<file path="src/rtl/incr_sched_pkg.sv">
// rtl/incr_sched_pkg.sv - shared types, defaults and helpers for the increment scheduler
package incr_sched_pkg;

  // Controller phases: wait for a request, run the adder, hand the result back
  typedef enum logic [1:0] {
    IDLE    = 2'd0,
    COMPUTE = 2'd1,
    RESPOND = 2'd2
  } sched_state_t;

  localparam int DEF_NUM_REQ = 4;
  localparam int DEF_DATA_W  = 32;
  localparam int DEF_STEP    = 1;
  localparam int DEF_CNT_W   = 16;

  // Index width for n items; never zero so a 1-entry arbiter still has a port
  function automatic int idx_w(input int n);
    return (n > 1) ? $clog2(n) : 1;
  endfunction

endpackage

</file>
<file path="src/rtl/rr_pick.sv">
// rtl/rr_pick.sv - combinational round-robin priority picker
module rr_pick
  import incr_sched_pkg::*;
#(
  parameter int N  = DEF_NUM_REQ,
  parameter int IW = idx_w(N)
) (
  input  logic [N-1:0]  req,
  input  logic [IW-1:0] last_grant,
  output logic [N-1:0]  grant,
  output logic [IW-1:0] grant_idx,
  output logic          any_req
);

  logic [IW-1:0] pos;

  // Search upward from the slot after last_grant, wrapping, first set bit wins
  always_comb begin
    grant     = '0;
    grant_idx = '0;
    any_req   = 1'b0;
    pos       = '0;
    for (int k = 1; k <= N; k++) begin
      pos = IW'((int'(last_grant) + k) % N);
      if (!any_req && req[pos]) begin
        any_req    = 1'b1;
        grant[pos] = 1'b1;
        grant_idx  = pos;
      end
    end
  end

endmodule

</file>
<file path="src/rtl/incr_rr_scheduler.sv">
// rtl/incr_rr_scheduler.sv - round-robin sharing of one registered increment datapath
module incr_rr_scheduler
  import incr_sched_pkg::*;
#(
  parameter int                NUM_REQ = DEF_NUM_REQ,
  parameter int                DATA_W  = DEF_DATA_W,
  parameter logic [DATA_W-1:0] STEP    = DATA_W'(DEF_STEP),
  parameter int                CNT_W   = DEF_CNT_W,
  localparam int               IW      = idx_w(NUM_REQ)
) (
  input  logic                      clk,
  input  logic                      rst,
  input  logic [NUM_REQ-1:0]        req_valid,
  output logic [NUM_REQ-1:0]        req_ready,
  input  logic [NUM_REQ*DATA_W-1:0] req_data,
  output logic [NUM_REQ-1:0]        rsp_valid,
  input  logic [NUM_REQ-1:0]        rsp_ready,
  output logic [DATA_W-1:0]         rsp_data,
  output logic [IW-1:0]             grant_id,
  output logic                      busy,
  output logic [CNT_W-1:0]          txn_count
);

  sched_state_t        state;
  sched_state_t        next_state;
  logic [IW-1:0]       last_grant;
  logic [DATA_W-1:0]   operand;
  logic [NUM_REQ-1:0]  pick_grant;
  logic [IW-1:0]       pick_idx;
  logic                pick_any;
  logic                accept;
  logic                rsp_fire;

  rr_pick #(
    .N  (NUM_REQ),
    .IW (IW)
  ) u_pick (
    .req        (req_valid),
    .last_grant (last_grant),
    .grant      (pick_grant),
    .grant_idx  (pick_idx),
    .any_req    (pick_any)
  );

  assign accept   = (state == IDLE) && pick_any;
  assign rsp_fire = (state == RESPOND) && rsp_ready[grant_id];

  // State register; reset aborts any transaction in flight
  always_ff @(posedge clk or posedge rst) begin
    if (rst) begin
      state <= IDLE;
    end else begin
      state <= next_state;
    end
  end

  // Next-state: one cycle in COMPUTE, RESPOND waits for the owner's rsp_ready
  always_comb begin
    next_state = state;
    unique case (state)
      IDLE:    if (pick_any) next_state = COMPUTE;
      COMPUTE: next_state = RESPOND;
      RESPOND: if (rsp_ready[grant_id]) next_state = IDLE;
      default: next_state = IDLE;
    endcase
  end

  // Outputs: accept only in IDLE and never while reset is held; respond only to the owner
  always_comb begin
    req_ready = '0;
    rsp_valid = '0;
    busy      = (state != IDLE);
    if (state == IDLE && !rst) begin
      req_ready = pick_grant;
    end
    if (state == RESPOND) begin
      rsp_valid[grant_id] = 1'b1;
    end
  end

  // Datapath: capture the winner's operand, then register operand + STEP (wraps)
  always_ff @(posedge clk or posedge rst) begin
    if (rst) begin
      operand  <= '0;
      grant_id <= '0;
      rsp_data <= '0;
    end else begin
      if (accept) begin
        operand  <= req_data[pick_idx*DATA_W +: DATA_W];
        grant_id <= pick_idx;
      end
      if (state == COMPUTE) begin
        rsp_data <= operand + STEP;
      end
    end
  end

  // Fairness pointer and completion counter move only on a finished response
  always_ff @(posedge clk or posedge rst) begin
    if (rst) begin
      last_grant <= IW'(NUM_REQ - 1);
      txn_count  <= '0;
    end else if (rsp_fire) begin
      last_grant <= grant_id;
      txn_count  <= txn_count + 1'b1;
    end
  end

endmodule

</file>
<file path="config.mk">
export PLATFORM = sky130hd
export DESIGN_NAME = incr_rr_scheduler
export DESIGN_NICKNAME = d
export VERILOG_FILES = /design/src/rtl/incr_sched_pkg.sv /design/src/rtl/rr_pick.sv /design/src/rtl/incr_rr_scheduler.sv
export SDC_FILE = /design/constraint.sdc
export NUM_CORES = 1
export LEC_CHECK = 0
export CORE_UTILIZATION = 49
export DETAILED_ROUTE_END_ITERATION = 7
export GPL_TIMING_DRIVEN = 0
export PLACE_DENSITY = 0.87
export SETUP_SLACK_MARGIN = 0.05
export SLEW_MARGIN = 5
export SYNTH_ARGS = -nofsm -noshare
export SYNTH_HDL_FRONTEND = slang
export SYNTH_SLANG_ARGS = --single-unit
</file>
<file path="constraint.sdc">
create_clock -name clk -period 6.2 [get_ports clk]
set_input_delay 1.24 -clock clk [delete_from_list [all_inputs] [get_ports clk]]
set_output_delay 1.24 -clock clk [all_outputs]
set_load 0.05 [all_outputs]
</file>
==> results.md, run 1 <==
- The run finished with clean final reports.
- The via count of the first global-routing pass came to 5,468.
- The number of clock buffers added by TritonCTS is 9.
- The cell count after synthesis came out at just under 600.
- The number of nets handed over by synthesis was 736.
- Clock-pin slew was measured on the worst setup and hold paths at roughly 0.080 ns.
- The fraction of synthesis flops using an asynchronous set or reset pin is 100.0%.
- Synthesis inferred between 80 and 90 register bits.
- TritonCTS built the clock tree.
- The number of max-slew violations in the final report is 0.
- At the placement stage, the worst setup path has a slack of 0.7419 ns.
- The startpoint identified for the worst hold timing path is rsp_data[29]$_DFFE_PP0N_.
- The average cell area after synthesis is 9.248 um^2.
- The remaining number of nets flagged by the antenna check after routing is 0.
- The data arrival at the endpoint of the critical path is 4.57 ns.
- The maximum number of pins on one net before global-route repair is 51.
- On the critical path the largest part of the delay comes from buffers and inverters.
- The maximum level of the CTS H-tree is 3.
- The standard cell with the maximum stage delay on the critical path is clkdlybuf4s50_1.
- The number of standard cells in the final layout excluding fillers is 940.
- The final wirelength is 17,090 um.
- The worst flop-to-flop path endpoint is operand[12]$_DFFE_PP0P_.
- In this run, post-CTS repair resized a total of 0 instances.
- The count of buffers from port buffering is 195.
- The depth of the worst register-to-register path is 10.
- The initial antenna violation count is 0.
- The total area inside the core boundary comes to 10,840 um^2.
- Setup violations remaining at the end of the flow were counted as 0.
- The count of endpoints failing hold in the final timing report is 0.
- The worst register-to-register path begins at last_grant[0]$_DFFE_PP1P_.
- The floorplan step set the die height to 107.3 um.
- During I/O placement, the number of pins put on the boundary was slightly below 200.
- Counting buffers and inverters, the worst setup path is 11 cells deep.
- In this run the static leakage power is slightly above 3 nW.
- The synthesized design contains 0 enable-type register cells.
- The post-layout minimum cycle time is between 5 and 6 ns.
- Net switching is between 50% and 60% of the power.
- The routed wire length per instance is 18.18 um.
- The number of antenna diodes in the final layout is 0.
- The total vias in the final route is 5,523.
- The worst hold path passes through 2 cells.
- The final setup skew is 0.01434 ns.
- Based on the critical path, the design can be clocked at up to 172.2 MHz.
- In this design, the critical path's most frequently occurring cell is buf_2.
- The power spent charging and discharging nets is around 0.002 W.
- The worst hold margin is around 0.48 ns.
- The largest fanout on the critical path is 10.
- Ranked by total cell area, the synthesized netlist is headed by dfrtp_1 (39%), o21ai_0 (5.1%), nand2_1 (5.0%).
- Synthesis instantiated 51 different standard cells from the library.
- The maximum VDD drop is 0.3573 mV.
- The hold buffer count at cts is 0.
- Setup repair after global routing left no endpoint under its margin.
- The power per cell area is 517.8 nW/um^2.
- Fill cells in the final layout number 804.
- The critical path ends at req_ready[0].
- The number of setup buffers added after CTS is 0.
- The die is 107.3 um wide.
- The critical path goes through buf_2 -> buf_2 -> inv_1 -> ha_1 -> buf_2 -> mux4_2 -> nand2b_1 -> nor3_1 -> a221oi_1 -> nor2_1 -> clkdlybuf4s50_1.
- The worst setup path startpoint is last_grant[0]$_DFFE_PP1P_.
- The total global-route track usage is between 30% and 40%.
- The cell area after synthesis is roughly 5400 um^2.
- Routability-driven placement finished with a final weighted congestion of 0.9219.
- The total overflow left after global routing is 0.
- The synthesized design devotes to its leading area cell type 38.66% of total area.
- The signed area change from the synthesized netlist to the final layout is 42.89%.
- The class of the tightest hold or removal check is flop to flop.
- The cell accounting for the most synthesized area is dfrtp_1.
- The worst-margin pin slew is 1.146 ns.
- The CTS sink count is 86.
- The part of the power in combinational logic is 65.0%.
- The delay of the slowest cell on the worst path is ~0.8 ns.
- The number of rows in the core area is 38.
- The number of search-and-repair iterations in the first detailed-routing pass is 5.
- STA classifies the critical path startpoint as a flop.
- The sequential-to-total area share from yosys stat is 39.62%.
- For this run, the leading register cell type out of synthesis is dfrtp_1.
- CTS placed an instance of clkbuf_8 at the clock tree root.
- Summed over all nets, the half-perimeter wirelength after detailed placement is ~14,000 um.
- At the later pin of the worst-skew pair, clock insertion delay measures ~0.37 ns.
- The slack of the worst reg-to-reg path is 1.82 ns.
- The first global-routing pass estimated about 27,000 um of wire.
- Yosys printed 0 warnings.
- The critical path is of the flop to output port type.
- In the routed design, unresolved DRC markers number 0.
- Once placement completed, the tool counted placed cells totaling between 900 and 1,000.
- The fraction of power consumed by the clock network is roughly 9%.
- The initial utilization of the core area, before any placement, comes to between 50% and 60%.
- The number of DRC markers in iteration 0 is 319.
- At the worst endpoint, the required time is 4.96 ns.
- In the final layout, the share of cells above drive strength 1 is 8.375%.
- Across the run, the number of max-cap violations was 0.
- The net count reported at finish is 943.
- The buffer levels on the longest clock path is 2.
- The fraction of the cycle the final worst path needs is 93.68%.
- The smallest setup slack after layout is just under 0.4 ns.
- The critical path contains buffers and inverters numbering 5 combined.
- The worst pin sits at a relative slew slack of between 20% and 30%.
- The cell-internal power is 0.001985 W.
- The register share of total power is 26.0%.
- The die covers 11,520 um^2.
- Dividing the detail-routed via count by the number of cells gives approximately 5.9.
- The capturing element type of the critical path is an output port.
[power by group through the flow]
stage                     registers, W  clock network [W]  logic (W)
final                          0.00105           0.000362    0.00262
after global routing           0.00108           0.000387    0.00282
after CTS                      0.00104           0.000367    0.00260
after detailed placement       0.00105                  0    0.00258
after global placement         0.00104                  0    0.00250
after floorplan                0.00137                  0    0.00146
[flip-flops by register name, summed over array words and instances, names as in the netlist]
register / flops
operand: 32
rsp_data: 32
txn_count: 16
grant_id: 2
last_grant: 2
state: 2
[area by class of cell]
type	count	area [um^2]	area share [%]
buffer	38	172.7	2.222
clock buffer	11	141.4	1.820
clock inverter	5	33.78	0.4348
inverter	12	47.55	0.6119
multi-input combinational	452	3065	39.45
sequential	86	2155	27.73
tap	140	175.2	2.254
timing repair buffer	196	1979	25.48
[stage by stage]
step | utilization [%] | TNS (ns) | power, W | instance area (um^2)
final | 71.68 | 0 | 0.004023 | 7770
after global routing | 71.68 | 0 | 0.004280 | 7770
after CTS | 71.68 | 0 | 0.004006 | 7770
after detailed placement | 70.06 | 0 | 0.003636 | 7595
after global placement | 69.78 | -2.221 | 0.003543 | 7565
after floorplan | - | 0 | 0.002829 | 5438
[worst reg2reg max path, cell delays in order (launching register included)]
cell and delay, ns:
dfstp_2 0.64, buf_2 0.25, buf_2 0.28, inv_1 0.20, ha_1 0.32, buf_2 0.24
mux4_2 0.62, o41ai_4 0.84, a21oi_2 0.16, clkbuf_1 0.33, a221o_1 0.38
[how the worst min path moves through the flow]
stage	end	slack, ns
after floorplan	rsp_data[0]$_DFFE_PP0N_	0.49
after global placement	txn_count[15]$_DFFE_PP0P_	0.46
after detailed placement	rsp_data[29]$_DFFE_PP0N_	0.47
after CTS	rsp_data[29]$_DFFE_PP0N_	0.49
after global routing	txn_count[15]$_DFFE_PP0P_	0.51
final	rsp_data[29]$_DFFE_PP0N_	0.48
[cell families after synthesis]
group,after synthesis,synth area share (%)
XOR/XNOR,45,7.248
adder cells (fa/ha/maj),10,2.301
flip-flops,86,39.62
AND/OR/NAND/NOR,200,17.12
multiplexers,46,10.22
AO/OA/AOI/OAI,151,19.49
buffers and inverters,50,4.004
[synth_stat cells (all sizes together) (3+ instances only)]
master  number
o21ai       58
and3         8
and4         5
ha          10
o31ai       10
nor4         3
mux4         5
a221o       22
nand4       10
inv         12
xnor2       24
buf         14
a21oi       23
mux2i       15
o221a       10
nand2       72
a22oi       14
nand3       36
nand2b       5
dfrtp       84
clkbuf      24
nor2        46
nor3         5
a221oi       5
mux2        26
xor2        21
and2         3
[metal layers]
metal  wire (um)  vias to the layer above  global-route usage, %
met5           0                        -                      0
met4         641                        0                  14.19
met3        1081                       48                  4.843
met2        8413                      234                  51.84
met1        6955                     2682                  37.74
li1            -                     2559                      -
[cells in the final DEF (no fill, tap or decap), drive strengths merged, types with 13 or more instances in the layout]
cell | synthesis | layout
dfrtp | 84 | 84
mux2 | 26 | 26
o21ai | 58 | 58
clkdlybuf4s50 | 0 | 195
a22oi | 14 | 14
nand3 | 36 | 36
clkbuf | 24 | 35
buf | 14 | 15
inv | 12 | 13
mux2i | 15 | 15
xnor2 | 24 | 24
xor2 | 21 | 21
a21oi | 23 | 23
a221o | 22 | 22
nand2 | 72 | 72
nor2 | 46 | 46
No activity file was read; power rests on OpenSTA's default activity.
==> run 2, diff against run 1 <==
Settings changed: CORE_ASPECT_RATIO set to 1.2, GPL_ROUTABILITY_DRIVEN set to 1, SYNTH_HIERARCHICAL set to 1.
==> run 2 against run 1 <==
The run now ends with DRC left. Fmax up 9.1%. Cell area up 1.1%. Global-route usage down 2.2 points. Die area up 0.14%. Combinational power down 7%.
==> results.md, run 2 <==
- The number of buffers created by CTS is 9 (unchanged).
- The ratio of routed vias to standard cells is 6.054 (+3.0%).
- The most used flip-flop cell after synthesis is dfrtp_1.
- The remaining number of nets flagged by the antenna check after routing is 0 (unchanged).
- The number of buffers inserted to repair setup after CTS is 0 (unchanged).
- The depth of the worst register-to-register path was 12 (+2).
- The maximum number of pins on one net before global-route repair is 46 (-9.8%).
- The number of standard cells in the final layout excluding fillers is 852 (-9.4%).
- The net switching share of the total power is 46.24% (-4.4 points).
- The area enclosed by the die boundary was 11,540 um^2 (+0.14%).
- The via count of the first global-routing pass was 5,309 (-2.9%).
- The count of buffers from port buffering is 194 (-0.51%).
- The routed wire length per instance is 18.27 um (+0.47%).
- The I/O pin count is 197 (unchanged).
- The part of the power in combinational logic came to 60.0% (-5.0 points).
- The number of max-slew violations in the final report came to 0 (unchanged).
- The count of endpoints failing hold in the final timing report is 0 (unchanged).
- The number of search-and-repair iterations in the first detailed-routing pass is 8 (+3).
- dfrtp_1 is the most common cell in the netlist.
- The power spent charging and discharging nets was 0.001875 W (-8.0%).
- The post-cts gate resize count is 0 (unchanged).
- Tracing the worst setup path back leads to its startpoint at last_grant[0]$_DFFE_PP1P_.
- The final setup skew came to 0.008113 ns (-0.006228 ns).
- The count of maximum capacitance violations was 0 (unchanged).
- The area share of the largest cell type after synthesis is 38.60% (-0.053 points).
- The worst hold path begins at txn_count[15]$_DFFE_PP0P_.
- The antenna diode instance count came to 0 (unchanged).
- The routability congestion estimate from global placement is 1.003 (+8.7%).
- The total vias in the final route is 5,158 (-6.6%).
- The hold buffer count at cts was 0 (unchanged).
- The flow ran to the end, but the final reports show violations.
- The worst hold path stage count is 1 (-1).
- The signed area change from the synthesized netlist to the final layout is 44.32%.
- The number of enable flip-flop cells after synthesis came to 0 (unchanged).
- The relative max-transition margin was 36.21% (+13 points).
- The critical path required time is 4.96 ns (about the same).
- The wire length of the first global-routing pass is 25,760 um (-5.0%).
- The placed standard-cell area is 7571 um^2 (-0.31%).
- TritonCTS built the clock tree.
- The starting density of the core is 51.03% (+0.87 points).
- The net count reported at finish is 866 (-8.2%).
- The maximum operating frequency is 187.9 MHz (+9.1%).
- The fraction of the cycle the final worst path needs is 85.84% (-7.8 points).
- The buffer levels on the longest clock path came to 2 (unchanged).
- The number of DRC markers in iteration 0 is 353 (+11%).
- Sorting the synthesized cells by area gives the leading types as dfrtp_1 (39%), mux4_2 (14%), mux2_2 (6.6%).
- Ranked by instance count, the synthesized netlist is headed by dfrtp_1 (84), nand2_1 (49), mux4_2 (34), mux2_2 (32), o21ai_0 (28).
- The cell at the root of the clock tree is clkbuf_16.
- The final-layout setup total negative slack is 0 ns (unchanged).
- The x dimension of the die was 98.23 um (-8.5%).
- The clock-pin slew on the worst setup and hold paths is 0.06 ns (-0.02 ns).
- The slack of the worst reg-to-reg path is 1.33 ns (-0.49 ns).
- The total placed cells including tap cells is 836 (-9.5%).
- The remaining routing DRC violations is 8 (+8).
- The class of the tightest hold or removal check is flop to flop.
- The y dimension of the die came to 117.5 um (+9.4%).
- The fraction of power consumed by the clock network was 12.7% (+3.7 points).
- The top cell types in the final layout, fill and taps aside, are clkdlybuf4s50_1 (194), dfrtp_1 (84), nand2_1 (49).
- The number of unique standard cell types used by synthesis came to 47 (-7.8%).
- The initial antenna violation count is 0 (unchanged).
- The post-route cell area was 7859 um^2 (+1.1%).
- The total power is 0.004055 W (+0.78%).
- The largest registers in the layout are operand: 32 flops, rsp_data: 32 flops, txn_count: 16 flops.
- The final reports fail on DRC.
- The maximum VDD drop came to 0.2770 mV (-22%).
- The floorplan core area was 10,670 um^2 (-1.6%).
- The commonest non-fill, non-tap cell in the layout is clkdlybuf4s50_1.
- Setup repair after global routing left no endpoint under its margin.
- The number of warning messages in the yosys log is 6 (+6).
- The worst-margin pin slew is 0.9569 ns (-0.1894 ns).
- The fraction of layout cells with a size suffix above 1 is 13.42% (+5.0 points).
- The average cell area after synthesis was 10.64 um^2 (+15%).
- The startpoint of the worst-slack reg-to-reg timing path is last_grant[0]$_DFFE_PP1P_.
- The largest fanout on the critical path is 10 (unchanged).
- The launching element type of the critical path is a flop.
- The number of flip-flops and latches in the synthesized netlist is 86 (unchanged).
- The cell accounting for the most synthesized area is dfrtp_1.
- The latest clock arrival within the worst-skew pair is 0.34 ns (-0.03 ns).
- The final wirelength is 15,570 um (-8.9%).
- The maximum level of the CTS H-tree is 3 (unchanged).
- The power per cell area is 516.0 nW/um^2 (-0.35%).
- The static leakage is 2.983 nW (-4.1%).
- The CTS sink count was 86 (unchanged).
- The cell-internal power was 0.002180 W (+9.8%).
- The fraction of synthesis flops using an asynchronous set or reset pin is 100.0% (unchanged).
- The cell area after synthesis is 5445 um^2 (+0.14%).
- The data arrival at the endpoint of the critical path was 4.08 ns (-0.49 ns).
- The final setup violation count is 0 (unchanged).
- STA classifies the critical path endpoint as an output port.
- The synthesized netlist net count is 660 (-10%).
- The hold-critical path endpoint is txn_count[15]$_DFFE_PP0P_.
- The worst flop-to-flop path endpoint is operand[4]$_DFFE_PP0P_.
- The worst setup path is of the flop to output port kind.
- The number of cells produced by synthesis was 512 (-13%).
- The number of rows in the core area is 41 (+7.9%).
- The sequential-to-total area share from yosys stat is 39.57% (-0.055 points).
- The total global-route track usage is 28.22% (-2.2 points).
- The leftover overflow at the end of global routing was 0 (unchanged).
- The register share of total power is 27.4% (+1.4 points).
- The post-layout minimum cycle time is 5.322 ns (-0.4861 ns).
- The HPWL after detailed placement is 12,100 um (-11%).
==> run 2: changes by cell type after synthesis, moves of 18 or more <==
cell     before  now
a31oi_1       1   20
nor2_1       45   27
mux4_2        5   34
nand2_1      72   49
a221o_1      22    0
o21ai_0      55   28
==> run 2: critical path, stage by stage, from the launching register on <==
cell,delay (ns)
dfstp_2,0.61
buf_6,0.15
buf_2,0.21
inv_1,0.14
ha_1,0.32
clkbuf_1,0.34
inv_1,0.23
a31oi_1,0.40
o31ai_1,0.13
a2111o_1,0.36
and2_1,0.14
clkdlybuf4s50_1,0.70
==> run 2: power by group through the flow <==
stage / clock [W] / combinational, W / sequential (W)
2_1_floorplan: 0 / 0.00132 / 0.00146
3_3_place_gp: 0 / 0.00234 / 0.00109
3_5_place_dp: 0 / 0.00242 / 0.00111
4_1_cts: 0.000518 / 0.00243 / 0.00110
5_1_grt: 0.000542 / 0.00261 / 0.00114
6_report: 0.000514 / 0.00243 / 0.00111
==> run 2: area by class of cell <==
class | instances | area (um^2)
clock buffer | 13 | 270.3
clock inverter | 3 | 17.52
timing repair buffer | 195 | 1962
fill | 736 | 2811
tap | 129 | 161.4
buffer | 36 | 163.9
sequential | 86 | 2155
inverter | 15 | 58.81
multi-input combinational | 375 | 3070
==> run 2: stage by stage <==
step | util, % | hold slack, ns | setup WS [ns]
finish | 73.65 | 0.4800 | 0.8781
global route | 73.65 | 0.4970 | 0.6908
CTS | 73.65 | 0.4877 | 0.9354
detailed placement | 70.95 | 0.4720 | 1.094
global placement | 70.74 | 0.4630 | 1.149
floorplan | - | 0.5021 | 2.035
==> run 2: how the worst max path moves through the flow <==
| stage | to | cells past startpoint |
|---|---|---|
| final | req_ready[1] | 11 |
| after detailed placement | operand[4]$_DFFE_PP0P_ | 10 |
| after floorplan | req_ready[0] | 6 |
| after global routing | req_ready[2] | 11 |
| after CTS | req_ready[2] | 11 |
| after global placement | req_ready[3] | 7 |
==> run 2: layer usage <==
metal / routed length [um] / GRT usage [%] / share of wire [%] / up-vias
met5: 0 / 0 / 0 / -
met4: 425 / 11.47 / 2.7 / 0
met3: 909 / 3.207 / 5.8 / 41
met2: 8388 / 51.72 / 54 / 257
met1: 5841 / 33.35 / 38 / 2497
li1: - / - / - / 2363
==> run 2: kinds of logic after synthesis <==
group | after synthesis | share of synthesized area [%]
and+or+nand+nor | 183 | 18.06
xor gates and xnor gates | 28 | 4.504
muxes | 70 | 21.42
DFF | 86 | 39.57
adders and majority gates | 10 | 2.298
buffers and inverters | 51 | 4.044
AOI/OAI and AO/OA | 84 | 10.11
==> run 3, diff against run 2 <==
Settings changed: SKIP_CTS_REPAIR_TIMING set to 1.
==> results of run 3 <==
Same layout as run 2: the final DEF is identical, and so are final timing and power.
